**src/rtl/shift_chain_arbiter_if.sv**
```systemverilog
// Bus bundle for shift_chain_arbiter: requester words and requests in; grant, done and serial
// stream out. The master modport is the requester side and the slave modport is the arbiter side.
interface shift_chain_arbiter_if #(
    parameter int unsigned N     = 4,
    parameter int unsigned WIDTH = 8
);
    logic [N-1:0]       req;
    logic [N*WIDTH-1:0] data_in;
    logic [N-1:0]       grant;
    logic               busy;
    logic               serial_out;
    logic               frame;
    logic [N-1:0]       done;

    modport master (
        output req,
        output data_in,
        input  grant,
        input  busy,
        input  serial_out,
        input  frame,
        input  done
    );

    modport slave (
        input  req,
        input  data_in,
        output grant,
        output busy,
        output serial_out,
        output frame,
        output done
    );
endinterface

```
**src/rtl/shift_chain_arbiter.sv**
```systemverilog
// Round-robin arbiter that shares one MSB-first serial channel between N requesters.
// Define SHIFT_ARB_PARITY_EN to append an even-parity bit to every frame.
module shift_chain_arbiter #(
    parameter int unsigned N     = 4,
    parameter int unsigned WIDTH = 8
) (
    input logic                  clk,
    input logic                  reset,
    shift_chain_arbiter_if.slave bus
);
    localparam int unsigned IDX_W = (N > 1) ? $clog2(N) : 1;
    localparam int unsigned CNT_W = $clog2(WIDTH + 1);
`ifdef SHIFT_ARB_PARITY_EN
    localparam int unsigned LAST_BIT = WIDTH;
`else
    localparam int unsigned LAST_BIT = WIDTH - 1;
`endif

    typedef enum logic [1:0] {StIdle, StShift, StDone} state_e;

    state_e             state_q;
    logic [IDX_W-1:0]   ptr_q;
    logic [IDX_W-1:0]   idx_q;
    logic [CNT_W-1:0]   cnt_q;
    logic [WIDTH-1:0]   shreg_q;
    logic [N-1:0]       grant_q;
    logic [N-1:0]       done_q;
    logic               busy_q;
    logic               serial_q;
    logic               frame_q;
`ifdef SHIFT_ARB_PARITY_EN
    logic               parity_q;
`endif

    logic               pick_valid;
    logic [IDX_W-1:0]   pick_idx;
    logic [IDX_W-1:0]   cand_idx;
    logic [WIDTH-1:0]   pick_word;
    logic [IDX_W-1:0]   ptr_next;
    int unsigned        cand;

    // First requester at or above the pointer, wrapping modulo N.
    always_comb begin
        pick_valid = 1'b0;
        pick_idx   = '0;
        cand       = 0;
        cand_idx   = '0;
        for (int unsigned i = 0; i < N; i++) begin
            cand = 32'(ptr_q) + i;
            if (cand >= N) begin
                cand = cand - N;
            end
            cand_idx = IDX_W'(cand);
            if (!pick_valid && bus.req[cand_idx]) begin
                pick_valid = 1'b1;
                pick_idx   = cand_idx;
            end
        end
    end

    assign pick_word = bus.data_in[pick_idx*WIDTH +: WIDTH];
    assign ptr_next  = (idx_q == IDX_W'(N - 1)) ? '0 : idx_q + 1'b1;

    always_ff @(posedge clk or negedge reset) begin
        if (!reset) begin
            state_q  <= StIdle;
            ptr_q    <= '0;
            idx_q    <= '0;
            cnt_q    <= '0;
            shreg_q  <= '0;
            grant_q  <= '0;
            done_q   <= '0;
            busy_q   <= 1'b0;
            serial_q <= 1'b0;
            frame_q  <= 1'b0;
`ifdef SHIFT_ARB_PARITY_EN
            parity_q <= 1'b0;
`endif
        end else begin
            unique case (state_q)
                StIdle: begin
                    done_q <= '0;
                    if (pick_valid) begin
                        grant_q  <= N'(1) << pick_idx;
                        idx_q    <= pick_idx;
                        // MSB goes straight to the output; the rest waits in the shifter.
                        serial_q <= pick_word[WIDTH-1];
                        shreg_q  <= pick_word << 1;
                        frame_q  <= 1'b1;
                        busy_q   <= 1'b1;
                        cnt_q    <= '0;
                        state_q  <= StShift;
`ifdef SHIFT_ARB_PARITY_EN
                        parity_q <= ^pick_word;
`endif
                    end
                end
                StShift: begin
                    if (cnt_q == CNT_W'(LAST_BIT)) begin
                        frame_q  <= 1'b0;
                        serial_q <= 1'b0;
                        done_q   <= grant_q;
                        state_q  <= StDone;
                    end else begin
                        cnt_q   <= cnt_q + 1'b1;
                        shreg_q <= shreg_q << 1;
`ifdef SHIFT_ARB_PARITY_EN
                        serial_q <= (cnt_q == CNT_W'(WIDTH - 1)) ? parity_q : shreg_q[WIDTH-1];
`else
                        serial_q <= shreg_q[WIDTH-1];
`endif
                    end
                end
                StDone: begin
                    done_q  <= '0;
                    grant_q <= '0;
                    busy_q  <= 1'b0;
                    cnt_q   <= '0;
                    ptr_q   <= ptr_next;
                    state_q <= StIdle;
                end
                default: begin
                    state_q <= StIdle;
                end
            endcase
        end
    end

    assign bus.grant      = grant_q;
    assign bus.done       = done_q;
    assign bus.busy       = busy_q;
    assign bus.serial_out = serial_q;
    assign bus.frame      = frame_q;
endmodule

```
**src/flat_wrapper.sv**
```systemverilog
// flat-port wrapper written by rule: the top's interface ports become plain ports
module shift_chain_arbiter_flat 
#(
    parameter int unsigned N     = 4,
    parameter int unsigned WIDTH = 8
)
  (clk, reset, bus_req, bus_data_in, bus_grant, bus_busy, bus_serial_out, bus_frame, bus_done);
  shift_chain_arbiter_if #(.N(N), .WIDTH(WIDTH)) bus_i ();
  input logic clk;
  input logic reset;
  input wire logic [$bits(bus_i.req)-1:0] bus_req;
  input wire logic [$bits(bus_i.data_in)-1:0] bus_data_in;
  output wire logic [$bits(bus_i.grant)-1:0] bus_grant;
  output wire logic [$bits(bus_i.busy)-1:0] bus_busy;
  output wire logic [$bits(bus_i.serial_out)-1:0] bus_serial_out;
  output wire logic [$bits(bus_i.frame)-1:0] bus_frame;
  output wire logic [$bits(bus_i.done)-1:0] bus_done;
  assign bus_i.req = bus_req;
  assign bus_i.data_in = bus_data_in;
  assign bus_grant = bus_i.grant;
  assign bus_busy = bus_i.busy;
  assign bus_serial_out = bus_i.serial_out;
  assign bus_frame = bus_i.frame;
  assign bus_done = bus_i.done;
  shift_chain_arbiter #(.N(N), .WIDTH(WIDTH)) u_core (.clk(clk), .reset(reset), .bus(bus_i));
endmodule
```
**config.mk**
```make
export PLATFORM = sky130hd
export DESIGN_NAME = shift_chain_arbiter_flat
export DESIGN_NICKNAME = d
export VERILOG_FILES = /design/src/rtl/shift_chain_arbiter_if.sv /design/src/rtl/shift_chain_arbiter.sv /design/src/flat_wrapper.sv
export SDC_FILE = /design/constraint.sdc
export NUM_CORES = 1
export LEC_CHECK = 0
export CAP_MARGIN = 10
export CORE_MARGIN = 8
export CORE_UTILIZATION = 36
export CTS_BUF_LIST = sky130_fd_sc_hd__clkbuf_2 sky130_fd_sc_hd__clkbuf_4 sky130_fd_sc_hd__clkbuf_8
export CTS_CLUSTER_DIAMETER = 50
export DETAILED_ROUTE_END_ITERATION = 6
export PLACE_DENSITY = 0.59
export SLEW_MARGIN = 20
export SYNTH_ARGS = -nofsm -noshare
export SYNTH_HDL_FRONTEND = slang
export SYNTH_SLANG_ARGS = --single-unit
```
**constraint.sdc**
```tcl
create_clock -name clk -period 2.5 [get_ports clk]
set_input_delay 0.5 -clock clk [delete_from_list [all_inputs] [get_ports clk]]
set_output_delay 0.5 -clock clk [all_outputs]
set_load 0.1 [all_outputs]
```
==> run_results.csv, run 1 <==
group,metric,value,unit
cells_and_area,antenna_cells,0,
pwr,p_leak,1.01,nW
synthesis,synth.distinct_cells,49,
global_routing,grt_pass1_wl,7920,um
floorplanning,fp.dieArea,0.00718,mm^2
outcome,outcome,"finished clean",
synthesis,synth_top_family_by_area,"compound AO/OA/AOI/OAI gates",
pwr,p_seq_share,30.1,%
pwr,p_sw_share,47.3,%
global_routing,grt_start_max_net_pins,29,
synthesis,synth_mux_area_share,2.50,%
sta,hold_viol_final,0,
synthesis,yosysWarnings,0,
sta,setup_viol,0,
clock_network,clockBufferDepth,2,
worst_hold_path,min-delay-path-class,"reg2reg",
pwr,p_switching,1.23,mW
clock_network,cts-htree-levels,1,
clock_network,cts_sinks,28,
pwr,internal-power,1.37,mW
sta,skew,0.00645,ns
clock_network,cts_root_buffer,"clkbuf_8",
worst_setup_path,start_kind,"input port",
flow_run,max-cap-violations,0,
worst_setup_path,crit_type,"in2reg",
worst_setup_path,crit_buf_inv,2,
global_routing,track_usage,13.4,%
global_routing,grt.overflow.total,0,
synthesis,async_flop_share,100,%
worst_setup_path,crit_required,2.65,ns
synthesis,synth_commonest_cells,"dfrtp_1 (28), nand2_1 (26), o21ai_0 (15)",
placement,dp_hpwl,3740,um
clock_network,clk_latency,0.27,ns
floorplanning,start_util,36.8,%
cells_and_area,layout-drive-gt1-share,19.9,%
cells_and_area,fillers,449,
worst_setup_path,worstSetupEndpointType,"flop",
route,totalWireLength,4790,um
synthesis,synth_compound_area_share,25.8,%
synthesis,synth_flop_cell,"dfrtp_1",
pwr,clockPowerShare,13.5,%
floorplanning,pin_count,49,
placement,portBuffers,48,
synthesis,synth-edff-count,0,
worst_setup_path,cpPeakStageDelay,0.62,ns
synthesis,syn-cell-area,0.00170,mm^2
floorplanning,coreArea,0.00463,mm^2
synthesis,ys_seq_area_share,41.2,%
synthesis,syn-num-nets,219,
synthesis,synth_area_leaders,"dfrtp_1 (41%), nand2_1 (5.7%), o21ai_0 (4.4%)",
worst_setup_path,crit_cells,7,
global_routing,antenna_found_initial,0,
cells_and_area,fin_nets,282,
sta,slew_viol_final,0,
synthesis,synth_area_leader_cell,"dfrtp_1",
route,drt_iter0_drc,78,
sta,rsz0062_at_grt,"no",
worst_setup_path,slowest_stage,"or4b_1",
synthesis,synth_seq_cells,28,
worst_hold_path,min_path_cells,1,
sta,period_share,91.4,%
global_routing,grt_pass1_vias,1611,
sta,max_freq,438,MHz
worst_setup_path,critPathMaxFanout,13,
clock_network,numCtsBuffers,3,
worst_setup_path,critical_path.cell_chain,"clkdlybuf4s50_1, nor2_2, or4b_1, buf_12, and3_2, o21ai_1, a31oi_1",
worst_setup_path,crit_arrival,2.43,ns
route,viasPerCell,5.41,
placement,gp_congestion,0.861,
worst_setup_path,crit_family,"simple AND/OR/NAND/NOR gates",
route,ant_nets,0,
pwr,pwr-share-comb,56.3,%
synthesis,synthDominantCellAreaShare,41.2,%
route,drc,0,
floorplanning,die_w,84.8,um
clock_network,hold_buffers,0,
worst_setup_path,reg2reg_depth,5,
synthesis,avgSynthCellArea,9.51,um^2
clock_network,post_cts_resized,0,
clock_network,clkTransAtPathRegs,0.10,ns
floorplanning,rows,25,
pwr,p_per_area,1090,mW/mm^2
synthesis,synth_xor_area_share,1.03,%
pwr,vdd_ir_drop_max,729,uV
clock_network,cts_tree,"built",
sta,worstMarginPinSlew,0.915,ns
route,dr.pass1.iters,5,
sta,period_needed,2.28,ns
synthesis,synth_cells,179,
synthesis,yosysMostFrequentCell,"dfrtp_1",
cells_and_area,fin_util,51.5,%
floorplanning,fp.dieH,84.8,um
sta,finalSetupTns,0,ns
cells_and_area,area_growth_syn_to_layout,40.0,%
route,vias,1595,
sta,slew_headroom,38.5,%
synthesis,synth_fa_ha_area_share,1.47,%
clock_network,cts_setup_buffers,0,
route,wl_per_cell,16.2,um
pwr,total_power,2.60,mW
synthesis,synth-simple-area-share,24.3,%
-- stage by stage --
step,instances,setup slack (ns),hold WS (ns),instance area (um^2)
floorplan,179,0.495,0.204,1700
global placement,291,-0.0381,0.473,2310
detailed placement,291,-0.0988,0.483,2310
CTS,295,0.205,0.510,2380
global route,295,0.135,0.547,2380
finish,295,0.216,0.507,2380
-- sequential cells by signal, indices dropped and copies added, names as in the netlist --
name / cells
u_core.state_q: 2
u_core.cnt_q: 4
u_core.bus.grant: 4
u_core.idx_q: 2
u_core.bus.serial_out: 1
u_core.bus.busy: 1
u_core.bus.done: 4
u_core.ptr_q: 2
u_core.bus.frame: 1
u_core.shreg_q: 7
-- area by class of cell --
| cell class | count | area, um^2 | share of cell area, % |
|---|---|---|---|
| Inverter | 1 | 3.75 | 0.158 |
| Timing Repair Buffer | 66 | 601 | 25.2 |
| Clock inverter | 1 | 30.0 | 1.26 |
| Multi-Input combinational cell | 142 | 938 | 39.4 |
| Tap cell | 54 | 67.6 | 2.84 |
| Sequential cell | 28 | 701 | 29.4 |
| Clock buffer | 3 | 41.3 | 1.73 |
-- layer usage --
metal  vias up  routed length, um  track usage (%)
met2        45               2270             22.2
met1       750               2220             16.9
met3         4                262             3.71
met4         0                 33             2.91
met5         -                  0                0
li1        796                  -                -
-- placed cells by master, fill, tap and decap left out, types with 5 or more instances in the layout --
master,synthesis,routed
a31oi_1,5,5
nand2_1,26,26
nor2_1,8,8
nor4_1,5,5
o21ai_0,15,15
clkdlybuf4s50_1,0,37
dfrtp_1,28,28
or3_1,5,5
a21boi_1,5,5
a221oi_1,5,5
buf_4,0,28
o21ai_1,5,5
-- cells by family after synthesis --
family | Yosys count
AO/OA/AOI/OAI | 59
XOR/XNOR | 2
adder cells (fa/ha/maj) | 2
buffers and inverters | 9
flip-flops | 28
multiplexers | 4
AND/OR/NAND/NOR | 75
-- power by group through the flow --
stage | Sequential [mW] | Clock, mW | Combinational (mW)
2_1_floorplan | 1.16 | 0 | 0.673
3_3_place_gp | 0.782 | 0 | 1.44
3_5_place_dp | 0.786 | 0 | 1.47
4_1_cts | 0.780 | 0.364 | 1.48
5_1_grt | 0.808 | 0.385 | 1.59
6_report | 0.784 | 0.352 | 1.46
-- path summary, 6_finish.rpt --
check                                      from                  end  slack [ns]
worst max-delay path                 bus_req[1]    u_core.shreg_q[6]        0.22
min in group asynchronous                 reset    u_core.shreg_q[3]        0.61
max in group asynchronous                 reset  u_core.bus.grant[2]        1.62
worst min-delay path            u_core.idx_q[0]      u_core.ptr_q[0]        0.51
worst max register to register  u_core.ptr_q[1]    u_core.shreg_q[6]        0.48
worst min register to register  u_core.idx_q[0]      u_core.ptr_q[0]        0.51
Note: power is estimated with default switching activity, not from simulation.
==> run 2: changes to the inputs <==
ABC_AREA = 1   (was unset)
PLACE_DENSITY = 0.58   (was 0.59)
SKIP_CTS_REPAIR_TIMING = 1   (was unset)
==> run 2 against run 1 <==
Global-route usage shrank 0.58 points. Largest cell class unchanged. Utilization shrank 3.1 points. Sequential power is 1% higher. Die area rose by 8.8%. First-iteration DRC count fell by 29%. Wire length is 0.42% lower. Highest routed layer unchanged. Worst hold slack worse by 0.015 ns. Critical path depth increased by 7. Count of clock-buffer cells in the layout stayed put. Critical endpoint is now u_core.bus.serial_out. Synthesized cell count rose by 41%. Clock power shrank 32%.
==> run_results.csv, run 2 <==
group,metric,value,unit
outcome,outcome,"finished clean",
synthesis,synth-edff-count,0,
synthesis,synth_commonest_cells,"nand2_1 (72), nand3_1 (38), dfrtp_1 (28)",
cells_and_area,antenna_cells,0,
worst_setup_path,crit_path_frequent_cell,"nand2_1",
cells_and_area,layout-drive-gt1-share,18.4,%
sta,hold_slack,0.492,ns
sta,period_needed,2.09,ns
pwr,vdd_ir_drop_max,944,uV
cells_and_area,fin_util,48.4,%
route,totalWireLength,4770,um
synthesis,syn-cell-area,0.00189,mm^2
synthesis,avgSynthCellArea,7.49,um^2
synthesis,synth_seq_cells,28,
sta,max_freq,477,MHz
route,dr.pass1.iters,5,
floorplanning,fp.dieArea,0.00781,mm^2
sta,rsz0062_at_grt,"no",
route,drt_iter0_drc,55,
worst_setup_path,reg2reg_setup_slack,0.43,ns
clock_network,numCtsBuffers,3,
sta,period_share,83.8,%
floorplanning,fp.dieH,88.4,um
placement,gp_congestion,0.841,
synthesis,synth_area_leaders,"dfrtp_1 (37%), nand2_1 (14%), nand3_1 (10%)",
clock_network,cts-htree-levels,1,
synthesis,yosysWarnings,0,
placement,dp_hpwl,3810,um
worst_hold_path,min-delay-path-class,"reg2reg",
sta,slew_headroom,66.9,%
synthesis,synth_area_leader_cell,"dfrtp_1",
synthesis,synth_cells,252,
synthesis,syn-num-nets,292,
synthesis,synthDominantCellAreaShare,37.1,%
synthesis,synth_flop_cell,"dfrtp_1",
cells_and_area,fin_nets,346,
synthesis,async_flop_share,100,%
cells_and_area,area_growth_syn_to_layout,30.2,%
route,drc,0,
route,vias,1760,
floorplanning,pin_count,49,
cells_and_area,largest_reg_flops,7,
clock_network,clockBufferDepth,2,
global_routing,grt_pass1_vias,1720,
worst_setup_path,start_kind,"input port",
synthesis,synth.distinct_cells,31,
global_routing,track_usage,12.9,%
worst_setup_path,slowest_stage,"clkdlybuf4s50_1",
synthesis,yosysMostFrequentCell,"nand2_1",
clock_network,clkTransAtPathRegs,0.09,ns
worst_setup_path,worstSetupEndpointType,"flop",
sta,slew_viol_final,0,
floorplanning,coreArea,0.00507,mm^2
worst_setup_path,crit_arrival,2.28,ns
cells_and_area,final_common_cell,"nand2_1",
clock_network,cts_tree,"built",
sta,setup_viol,0,
sta,worstMarginPinSlew,0.495,ns
worst_setup_path,cpPeakStageDelay,0.47,ns
cells_and_area,final_cell_mix,"nand2_1 (72), nand3_1 (38), clkdlybuf4s50_1 (37)",
synthesis,ys_seq_area_share,37.1,%
floorplanning,rows,26,
worst_setup_path,crit_required,2.69,ns
placement,placed_area,0.00241,mm^2
clock_network,cts_sinks,28,
worst_setup_path,critPathMaxFanout,8,
global_routing,grt.overflow.total,0,
sta,finalSetupTns,0,ns
cells_and_area,largest-register,"u_core.shreg_q",
pwr,p_per_area,1550,mW/mm^2
worst_setup_path,critical_path.cell_chain,"clkdlybuf4s50_1, inv_1, nand2_1, nand3_1, nand2_2, inv_1, nand3_1, inv_1, nor2_4, buf_4, nand2_1, nand2_1, nand2_1, a21oi_1",
clock_network,cts_root_buffer,"clkbuf_8",
route,ant_nets,0,
pwr,p_leak,1.20,nW
clock_network,clk_latency,0.27,ns
floorplanning,die_w,88.4,um
sta,skew,0.00262,ns
global_routing,antenna_found_initial,0,
worst_setup_path,crit_family,"buffers and inverters",
flow_run,max-cap-violations,0,
placement,portBuffers,48,
sta,hold_viol_final,0,
route,viasPerCell,4.71,
worst_setup_path,crit_buf_inv,5,
cells_and_area,fin_area,0.00246,mm^2
worst_setup_path,crit_type,"in2reg",
floorplanning,start_util,37.2,%
global_routing,grt_pass1_wl,8140,um
route,wl_per_cell,12.8,um
global_routing,grt_start_max_net_pins,29,
run 2: cell count changes in the layout (fill, tap and decap cells not counted), moves of 10 or more:
cell	change
nand2_2	+15
nand3_1	+35
inv_1	+22
nor2_1	+13
buf_4	-10
nand2_1	+46
run 2: worst register-to-register path: cells and delay by family, from the launching register on:
kind                   cells  cell delay, ns
AO/OA/AOI/OAI              2            0.35
buffers and inverters      2            0.24
flip-flops                 1            0.63
AND/OR/NAND/NOR            7            0.78
run 2: report_power, final:
part | switching (mW) | internal (mW) | leakage, nW | total [mW]
Sequential | 0.154 | 0.638 | 0.352 | 0.792
Combinational | 1.86 | 0.924 | 0.828 | 2.78
Clock | 0.130 | 0.108 | 0.0216 | 0.238
run 2: cell type report:
| class | instances | area (um^2) |
|---|---|---|
| clock buffers | 3 | 41.3 |
| fillers | 522 | 2620 |
| inverters | 29 | 126 |
| multi-input cells | 188 | 975 |
| flip-flops and latches | 28 | 701 |
| well taps | 70 | 87.6 |
| repair buffers | 56 | 526 |
run 2: worst paths after layout:
check                                   from               endpoint  cells past startpoint
setup / recovery                  bus_req[1]  u_core.bus.serial_out                     14
hold / removal             u_core.shreg_q[3]      u_core.shreg_q[3]                      2
setup reg to reg             u_core.ptr_q[0]  u_core.bus.serial_out                     11
hold reg to reg            u_core.shreg_q[3]      u_core.shreg_q[3]                      2
max in group asynchronous              reset     u_core.bus.done[3]                      2
min in group asynchronous              reset      u_core.shreg_q[2]                      2
run 2: stage by stage:
step / instances / worst slack (ns) / total power [mW]
2_1_floorplan: 252 / 0.754 / 3.05
3_3_place_gp: 371 / 0.0893 / 3.61
3_5_place_dp: 371 / 0.140 / 3.60
4_1_cts: 374 / 0.395 / 3.85
5_1_grt: 374 / 0.181 / 4.17
6_report: 374 / 0.405 / 3.81
run 2: kinds of logic after synthesis:
kind of cell	synth area share [%]
adders and majority gates	1.33
DFF	37.1
xor gates and xnor gates	0.929
buffers and inverters	11.2
AOI/OAI and AO/OA	7.69
and+or+nand+nor	41.7
run 2: layer usage:
metal	up-vias	global-route usage [%]	routed length [um]
met4	0	2.30	25
met5	-	0	0
met3	4	2.23	175
li1	917	-	-
met2	29	21.8	2290
met1	810	16.7	2280
==> run 3: changes to the inputs <==
PLACE_DENSITY = 0.6   (was 0.58)
clock period = 1.7 ns   (was 2.5 ns; I/O delays follow)
==> run 3 against run 2 <==
Largest power group unchanged. Design area is 25% higher. The run now ends with setup timing left. Critical endpoint unchanged. Combinational power is 110% higher. Clock skew hardly changed. Count of clock-buffer cells in the layout is 1 higher.
==> run_results.csv, run 3 (synthesized netlist as in run 2, its figures left out) <==
group,metric,value,unit
clock_network,cts-htree-levels,1,
cells_and_area,final_common_cell,"nand2_1",
sta,rsz0062_at_grt,"yes",
global_routing,grt.overflow.total,0,
floorplanning,pin_count,49,
outcome,violations,"setup timing",
route,drc,0,
sta,setup_viol,18,
pwr,p_per_area,2400,mW/mm^2
global_routing,use_met2,23.2,%
global_routing,track_usage,14.0,%
sta,max_freq,510,MHz
global_routing,grt_start_max_net_pins,29,
cells_and_area,fin_area,0.00307,mm^2
floorplanning,start_util,37.2,%
route,drt_iter0_drc,83,
floorplanning,fp.dieH,88.4,um
clock_network,clockBufferDepth,2,
sta,hold_viol_final,0,
worst_setup_path,crit_arrival,2.17,ns
sta,slew_headroom,75.5,%
worst_setup_path,worstSetupEndpointType,"flop",
worst_setup_path,start_kind,"flop",
worst_setup_path,crit_required,1.91,ns
placement,placed_area,0.00271,mm^2
clock_network,clk_latency,0.27,ns
pwr,total_power,7.38,mW
worst_hold_path,min-delay-path-class,"in2async",
global_routing,grt_pass1_wl,8650,um
sta,skew,0.00223,ns
clock_network,cts_sinks,28,
cells_and_area,layout-drive-gt1-share,37.1,%
cells_and_area,fin_nets,375,
placement,gp_congestion,0.840,
worst_setup_path,crit_type,"reg2reg",
cells_and_area,final_cell_mix,"nand2_1 (59), clkdlybuf4s50_1 (37), nand3_1 (27)",
placement,pre_cts_ws,-0.487,ns
floorplanning,fp.dieArea,0.00781,mm^2
placement,portBuffers,48,
placement,dp_hpwl,3940,um
route,totalWireLength,5430,um
pwr,vdd_ir_drop_max,1450,uV
outcome,outcome,"finished, violations left",
clock_network,cts_tree,"built",
route,wl_per_cell,13.4,um
global_routing,grt_pass1_vias,1854,
cells_and_area,area_growth_syn_to_layout,62.7,%
clock_network,clkTransAtPathRegs,0.09,ns
global_routing,antenna_found_initial,0,
cells_and_area,largest_reg_flops,7,
global_routing,met3_usage,3.53,%
pwr,p_leak,1.44,nW
route,viasPerCell,4.78,
route,vias,1932,
clock_network,numCtsBuffers,3,
worst_setup_path,critPathMaxFanout,6,
sta,slew_viol_final,0,
sta,timing.final.ws_setup,-0.260,ns
cells_and_area,antenna_cells,0,
floorplanning,coreArea,0.00507,mm^2
sta,period_share,115,%
flow_run,max-cap-violations,0,
sta,period_needed,1.96,ns
floorplanning,die_w,88.4,um
route,ant_nets,0,
sta,worstMarginPinSlew,0.368,ns
global_routing,grtUsageMet1,17.2,%
global_routing,grt.busiest_layer,"met2",
cells_and_area,largest-register,"u_core.shreg_q",
route,dr.pass1.iters,4,
floorplanning,rows,26,
clock_network,cts_root_buffer,"clkbuf_8",
==> run 3: path summary, 6_finish.rpt <==
path                                   start                     to  slack, ns  depth (start not counted)
max reg2reg                  u_core.ptr_q[0]  u_core.bus.serial_out      -0.26                         15
min in group clk           u_core.shreg_q[1]      u_core.shreg_q[1]       0.49                          2
max in group asynchronous              reset        u_core.ptr_q[1]       0.97                          2
min                                    reset      u_core.shreg_q[3]       0.43                          2
min reg2reg                u_core.shreg_q[1]      u_core.shreg_q[1]       0.49                          2
max                          u_core.ptr_q[0]  u_core.bus.serial_out      -0.26                         15
==> run 3: worst max-delay path: stages (launching register included) <==
cell and delay, ns:
dfrtp_2 0.47, buf_12 0.15, clkinv_8 0.06, nand2_2 0.06, nand3_2 0.10, nand2_4 0.07, nor2_4 0.17, nand3_4 0.11
nand3_4 0.17, buf_6 0.12, nand2_1 0.04, nand2_1 0.07, nand2_1 0.05, nand2_1 0.06, nand2_1 0.06, a21oi_2 0.14
==> run 3: report_power, final <==
| part | switching, mW | internal [mW] |
|---|---|---|
| logic | 3.30 | 2.47 |
| registers | 0.256 | 0.944 |
| clock network | 0.206 | 0.208 |
==> run 3: layer usage <==
metal / vias to the layer above / part of all wire, %
li1: 982 / -
met1: 896 / 42
met2: 48 / 50
met3: 6 / 6.2
met4: 0 / 1.1
met5: - / 0
==> run 3: area by class of cell <==
class	instances	area (um^2)
multi-input combinational	188	1150
tap	70	87.6
sequential	28	703
clock buffer	4	55.1
fill	458	2000
inverter	29	136
timing repair inverter	1	8.76
timing repair buffer	84	928
==> run 3: through the flow <==
| step | hold slack [ns] | std cells | TNS [ns] | utilization [%] |
|---|---|---|---|---|
| finish | 0.428 | 404 | -3.02 | 60.5 |
| global route | 0.460 | 404 | -5.51 | 60.5 |
| CTS | 0.443 | 393 | -6.16 | 54.4 |
| detailed placement | 0.470 | 389 | -7.98 | 53.4 |
| global placement | 0.464 | 389 | -7.19 | 53.4 |
| floorplan | 0.0444 | 252 | -0.0214 | - |
